### src/rtl/debug_display_pkg.sv
// Shared encodings and constants for the debug seven-segment display.
package debug_display_pkg;

    // Source select encodings.
    typedef enum logic [2:0] {
        SEL_PC      = 3'd0,
        SEL_INSTR   = 3'd1,
        SEL_R0      = 3'd2,
        SEL_R2      = 3'd3,
        SEL_R3      = 3'd4,
        SEL_R4      = 3'd5,
        SEL_RETIRED = 3'd6,
        SEL_BLANK   = 3'd7
    } sel_e;

    // Prescaler width covers the largest legal refresh divider (2^20).
    localparam int unsigned PRESC_W = 20;

    localparam logic [6:0] SEG_OFF = 7'h7F;
    localparam logic [7:0] AN_OFF  = 8'hFF;

    // Hex digit to active-low gfedcba segments.
    localparam logic [6:0] HEX_SEG [16] = '{
        7'h40, 7'h79, 7'h24, 7'h30, 7'h19, 7'h12, 7'h02, 7'h78,
        7'h00, 7'h10, 7'h08, 7'h03, 7'h46, 7'h21, 7'h06, 7'h0E
    };

endpackage

### src/rtl/debug_display_hex_to_seven_seg.sv
// Combinational nibble to active-low seven-segment decoder.
module hex_to_seven_seg
    import debug_display_pkg::*;
(
    input  logic [3:0] i_nibble,
    output logic [6:0] o_seg
);

    // Table lookup of the segment pattern.
    always_comb begin
        o_seg = HEX_SEG[i_nibble];
    end

endmodule

### src/rtl/debug_display.sv
// Debug display: snapshots a selected 32-bit tap once per refresh frame and
// scans it out in hex on an 8-digit multiplexed seven-segment display.
module debug_display
    import debug_display_pkg::*;
#(
    parameter int unsigned REFRESH_DIV = 50000
) (
    input  logic        Clk,
    input  logic        Reset,
    input  logic [2:0]  Sel,
    input  logic        Freeze,
    input  logic [31:0] pc_debug,
    input  logic [31:0] instruction_debug,
    input  logic [31:0] debug_reg_0,
    input  logic [31:0] debug_reg_2,
    input  logic [31:0] debug_reg_3,
    input  logic [31:0] debug_reg_4,
    output logic [6:0]  Seg,
    output logic [7:0]  An,
    output logic        Dp
);

    logic [PRESC_W-1:0] r_presc;
    logic [2:0]         r_idx;
    logic [31:0]        r_snap;
    logic [31:0]        r_retired;
    logic [31:0]        r_prev_pc;
    logic [6:0]         r_seg;
    logic [7:0]         r_an;
    logic               r_dp;

    logic               w_tick;
    logic               w_frame;
    logic [31:0]        w_sel_val;
    logic [3:0]         w_nibble;
    logic [6:0]         w_seg;

    // Tick at the last count of each digit slot; frame ends on the last digit.
    always_comb begin
        w_tick  = (r_presc == PRESC_W'(REFRESH_DIV - 1));
        w_frame = w_tick && (r_idx == 3'd7);
    end

    // Source mux for the snapshot; blank select loads zero.
    always_comb begin
        w_sel_val = 32'h0;
        unique case (sel_e'(Sel))
            SEL_PC:      w_sel_val = pc_debug;
            SEL_INSTR:   w_sel_val = instruction_debug;
            SEL_R0:      w_sel_val = debug_reg_0;
            SEL_R2:      w_sel_val = debug_reg_2;
            SEL_R3:      w_sel_val = debug_reg_3;
            SEL_R4:      w_sel_val = debug_reg_4;
            SEL_RETIRED: w_sel_val = r_retired;
            SEL_BLANK:   w_sel_val = 32'h0;
        endcase
    end

    // Nibble of the snapshot belonging to the current digit.
    always_comb begin
        w_nibble = r_snap[{r_idx, 2'b00} +: 4];
    end

    hex_to_seven_seg u_hex (
        .i_nibble (w_nibble),
        .o_seg    (w_seg)
    );

    // Prescaler, digit index and frame-boundary snapshot.
    always_ff @(posedge Clk) begin
        if (Reset) begin
            r_presc <= '0;
            r_idx   <= '0;
            r_snap  <= '0;
        end else begin
            if (w_tick) begin
                r_presc <= '0;
                r_idx   <= r_idx + 3'd1;
            end else begin
                r_presc <= r_presc + 1'b1;
            end
            if (w_frame && !Freeze) begin
                r_snap <= w_sel_val;
            end
        end
    end

    // Retired-instruction counter: any PC change counts as one retirement.
    always_ff @(posedge Clk) begin
        if (Reset) begin
            r_prev_pc <= '0;
            r_retired <= '0;
        end else begin
            r_prev_pc <= pc_debug;
            if (pc_debug != r_prev_pc) begin
                r_retired <= r_retired + 32'd1;
            end
        end
    end

    // Registered display drive; blanking follows live Sel.
    always_ff @(posedge Clk) begin
        if (Reset) begin
            r_seg <= SEG_OFF;
            r_an  <= AN_OFF;
            r_dp  <= 1'b1;
        end else begin
            r_seg <= w_seg;
            r_an  <= (sel_e'(Sel) == SEL_BLANK) ? AN_OFF : ~(8'd1 << r_idx);
            r_dp  <= !((r_idx == 3'd0) && Freeze);
        end
    end

    assign Seg = r_seg;
    assign An  = r_an;
    assign Dp  = r_dp;

endmodule
### config.mk
export PLATFORM = sky130hd
export DESIGN_NAME = debug_display
export DESIGN_NICKNAME = d
export VERILOG_FILES = /design/src/rtl/debug_display_pkg.sv /design/src/rtl/debug_display_hex_to_seven_seg.sv /design/src/rtl/debug_display.sv
export SDC_FILE = /design/constraint.sdc
export NUM_CORES = 1
export LEC_CHECK = 0
export BUFFER_PORTS_ARGS = -buffer_cell sky130_fd_sc_hd__buf_2
export CORE_AREA = 2 2 135 137
export DETAILED_ROUTE_END_ITERATION = 6
export DIE_AREA = 0 0 137 139
export PLACE_DENSITY_LB_ADDON = 0.3
export SLEW_MARGIN = 20
export SYNTH_ARGS = -nofsm -noshare
export SYNTH_HDL_FRONTEND = slang
export SYNTH_SLANG_ARGS = --single-unit
### constraint.sdc
create_clock -name Clk -period 5.14 [get_ports Clk]
set_input_delay 0.771 -clock Clk [delete_from_list [all_inputs] [get_ports Clk]]
set_output_delay 0.771 -clock Clk [all_outputs]
set_load 0.01 [all_outputs]
==> qor.txt <==
status: completed
Synth Area in Simple Gates: 22.6%
clk buf depth: 2
Max Cap Violations: 0
Post-CTS Hold Fix Bufs: 0
Post-layout nets: 1293
Post-CTS Resized: 0
# diodes: 0
LEAKAGE: 3.97 nW
pwr dens: 278 nW/um^2
final hold viol count: 0
final worst-path cycle share: 57.5%
main combinational cell family by area after synthesis: simple AND/OR/NAND/NOR gates
die extent in y: 139 um
IO buf count: 213
ys flop type: dfxtp_1
Starting Density: 44.0%
min-delay worst type: flop to flop
DIE AREA: 19000 um^2
cells after synthesis: 911
number of fill cells: 1632
largest net degree at the start of global routing: 101
dpl hpwl: 20000 um
Post-synth EDFFs: 0
xor and xnor area share after synthesis: 5.74%
worst-margin pin slew: 1.06 ns
antenna violations before repair: 0
remaining antenna violation count: 0
Critical Path RT: 5.49 ns
synthesized area per cell: 8.54 um^2
final wirelength: 26600 um
crit path launch type: input port
Clock Latency Late Sink: 0.43 ns
Vias/cell: 5.79
Compound-Gate Fraction of Synth Area: 20.9%
Critical Path AT: 3.30 ns
DR DRC count: 0
Buffers & Inverters on Critical Path: 3
Slew Viols, Final: 0
setup TNS: 0 ns
CTS Sinks: 135
slowest stage delay, CP: 0.91 ns
Synth-to-Final Area Change: 22.5%
CTS tree: yes
first-pass GRT wire length: 39300 um
unrepaired setup endpoints after global routing: no
IR drop worst, VDD: 0.256 mV
# IOs: 214
worst-path cell chain: buf_2, buf_4, nor3b_2, buf_4, a22oi_1, a311o_1, a21oi_1
vias in the first global route: 7008
chip width: 137 um
setup bufs post-CTS: 0
core area: 17700 um^2
CP max FO: 26
# setup viols final: 0
register bit total from synthesis: 135
clock transition at the registers of the reported paths: 0.06 ns
CTS buffer count: 17
routed vias: 7672
commonest non-fill, non-tap cell in the layout: buf_2
CTS root buf: clkbuf_16
Initial DRT Pass Iterations: 6
Tmin final: 2.95 ns
YS warnings: 0
GR Overflow Total: 0
post-layout util: 54.0%
iteration-0 DRC count of the detailed router: 772
Max transition margin: 29.4%
family with the most delay on the worst path: buffers and inverters
register area share after synthesis: 34.7%
Distinct cells, synth: 58
GPL Wtd Cong: 0.937
fmax: 0.339 GHz
CP Class: input port to flop
syn_nets: 1122
GRT Util Overall: 27.5%
routed len/inst: 20.1 um
Async SR Flop Fraction: 0%
adder-cell area share of the yosys netlist: 2.09%
CP dominant cell by count: buf_4
Crit-path slowest cell: nor3b_2
most frequent cells in the layout: buf_2, dfxtp_1, nor2_1
Cell Area, Synth: 7780 um^2
H-tree depth: 4
clk_skew: 0.0118 ns
Worst Setup End Kind: flop
layout cells sized above 1: 28.2%
floorplan row count: 49
post-synthesis mux area share: 7.85%
-- where the power goes --
part	switching (mW)	total, mW	internal, mW
combinational	0.172	0.296	0.124
sequential	0.0119	1.08	1.07
clock	0.450	1.27	0.823
total	0.634	2.65	2.02
-- worst min-delay path, delay by kind of cell, from the launching register on --
family           cells  cell delay (ns)
AO/OA/AOI/OAI        1             0.05
flip-flops           1             0.30
AND/OR/NAND/NOR      1             0.05
-- sequential cells by signal, summed over array words and instances (netlist names) --
signal,count
Seg,7
r_snap,32
r_presc,20
r_retired,32
r_prev_pc,32
An,8
Dp,1
r_idx,3
-- worst paths after layout --
| check | startpoint | endpoint | slack, ns | depth (start not counted) |
|---|---|---|---|---|
| worst min register to register | r_snap[9]$_SDFFE_PP0P_ | r_snap[9]$_SDFFE_PP0P_ | 0.45 | 2 |
| worst min-delay path | r_snap[9]$_SDFFE_PP0P_ | r_snap[9]$_SDFFE_PP0P_ | 0.45 | 2 |
| worst max register to register | r_idx[0]$_SDFFE_PP0N_ | r_snap[19]$_SDFFE_PP0P_ | 2.44 | 5 |
| worst max-delay path | Sel[1] | r_snap[1]$_SDFFE_PP0P_ | 2.19 | 7 |
-- layout make-up --
class / count / area, um^2 / share of cell area, %
repair buffers: 222 / 1140 / 12.0
clock buffers: 24 / 502 / 5.27
multi-input cells: 663 / 4620 / 48.5
clock inverters: 8 / 118 / 1.23
flip-flops and latches: 135 / 2700 / 28.4
well taps: 229 / 287 / 3.01
inverters: 43 / 161 / 1.69
-- metrics by stage --
step                worst slack [ns]  cells  cell area [um^2]  power (mW)  hold WS, ns
detailed placement              1.78   1292              8900        1.39        0.442
floorplan                       2.85    911              7780        1.24        0.429
global route                    2.10   1324              9530        2.73        0.469
global placement                1.80   1291              8890        1.39        0.437
CTS                             2.19   1324              9520        2.65        0.450
finish                          2.19   1324              9530        2.65        0.450
-- routing by layer --
| layer | routed length, um | vias up | share of wire, % | global-route usage (%) |
|---|---|---|---|---|
| met5 | 0 | - | 0 | 0 |
| met4 | 830 | 0 | 3.1 | 10.6 |
| met3 | 2930 | 49 | 11 | 6.36 |
| met2 | 11300 | 428 | 43 | 40.3 |
| met1 | 11500 | 3582 | 43 | 38.9 |
| li1 | - | 3613 | - | - |
-- cells in the mapped netlist (3+ instances only) --
cell type / count / area, um^2
a2111oi_0: 5 / 43.8
a211oi_1: 8 / 60.1
a21oi_1: 69 / 345
a221o_1: 16 / 160
a221oi_1: 14 / 123
a22o_1: 16 / 140
a22oi_1: 32 / 240
a311o_1: 16 / 160
a31oi_1: 3 / 18.8
and2_1: 6 / 37.5
and3_1: 5 / 31.3
buf_1: 3 / 11.3
buf_2: 11 / 55.1
buf_4: 4 / 30.0
buf_6: 3 / 33.8
clkbuf_1: 49 / 184
dfxtp_1: 135 / 2700
ha_1: 13 / 163
inv_1: 42 / 158
mux2_2: 32 / 360
mux2i_1: 7 / 70.1
mux4_2: 8 / 180
nand2_1: 75 / 282
nand3_1: 23 / 115
nand4_1: 20 / 125
nor2_1: 80 / 300
nor2b_1: 77 / 482
nor3_1: 11 / 55.1
nor3b_1: 3 / 22.5
nor4_1: 9 / 56.3
o21ai_0: 3 / 15.0
o21bai_1: 16 / 120
o221ai_1: 17 / 149
xnor2_1: 14 / 123
xor2_1: 37 / 324
-- cell families (layout without fill, tap and decap cells) --
logic type / after synthesis / after routing
AND/OR/NAND/NOR: 330 / 330
AO/OA/AOI/OAI: 222 / 222
flip-flops: 135 / 135
buffers and inverters: 113 / 297
XOR/XNOR: 51 / 51
multiplexers: 47 / 47
adder cells (fa/ha/maj): 13 / 13
(Power assumes the default switching activity.)
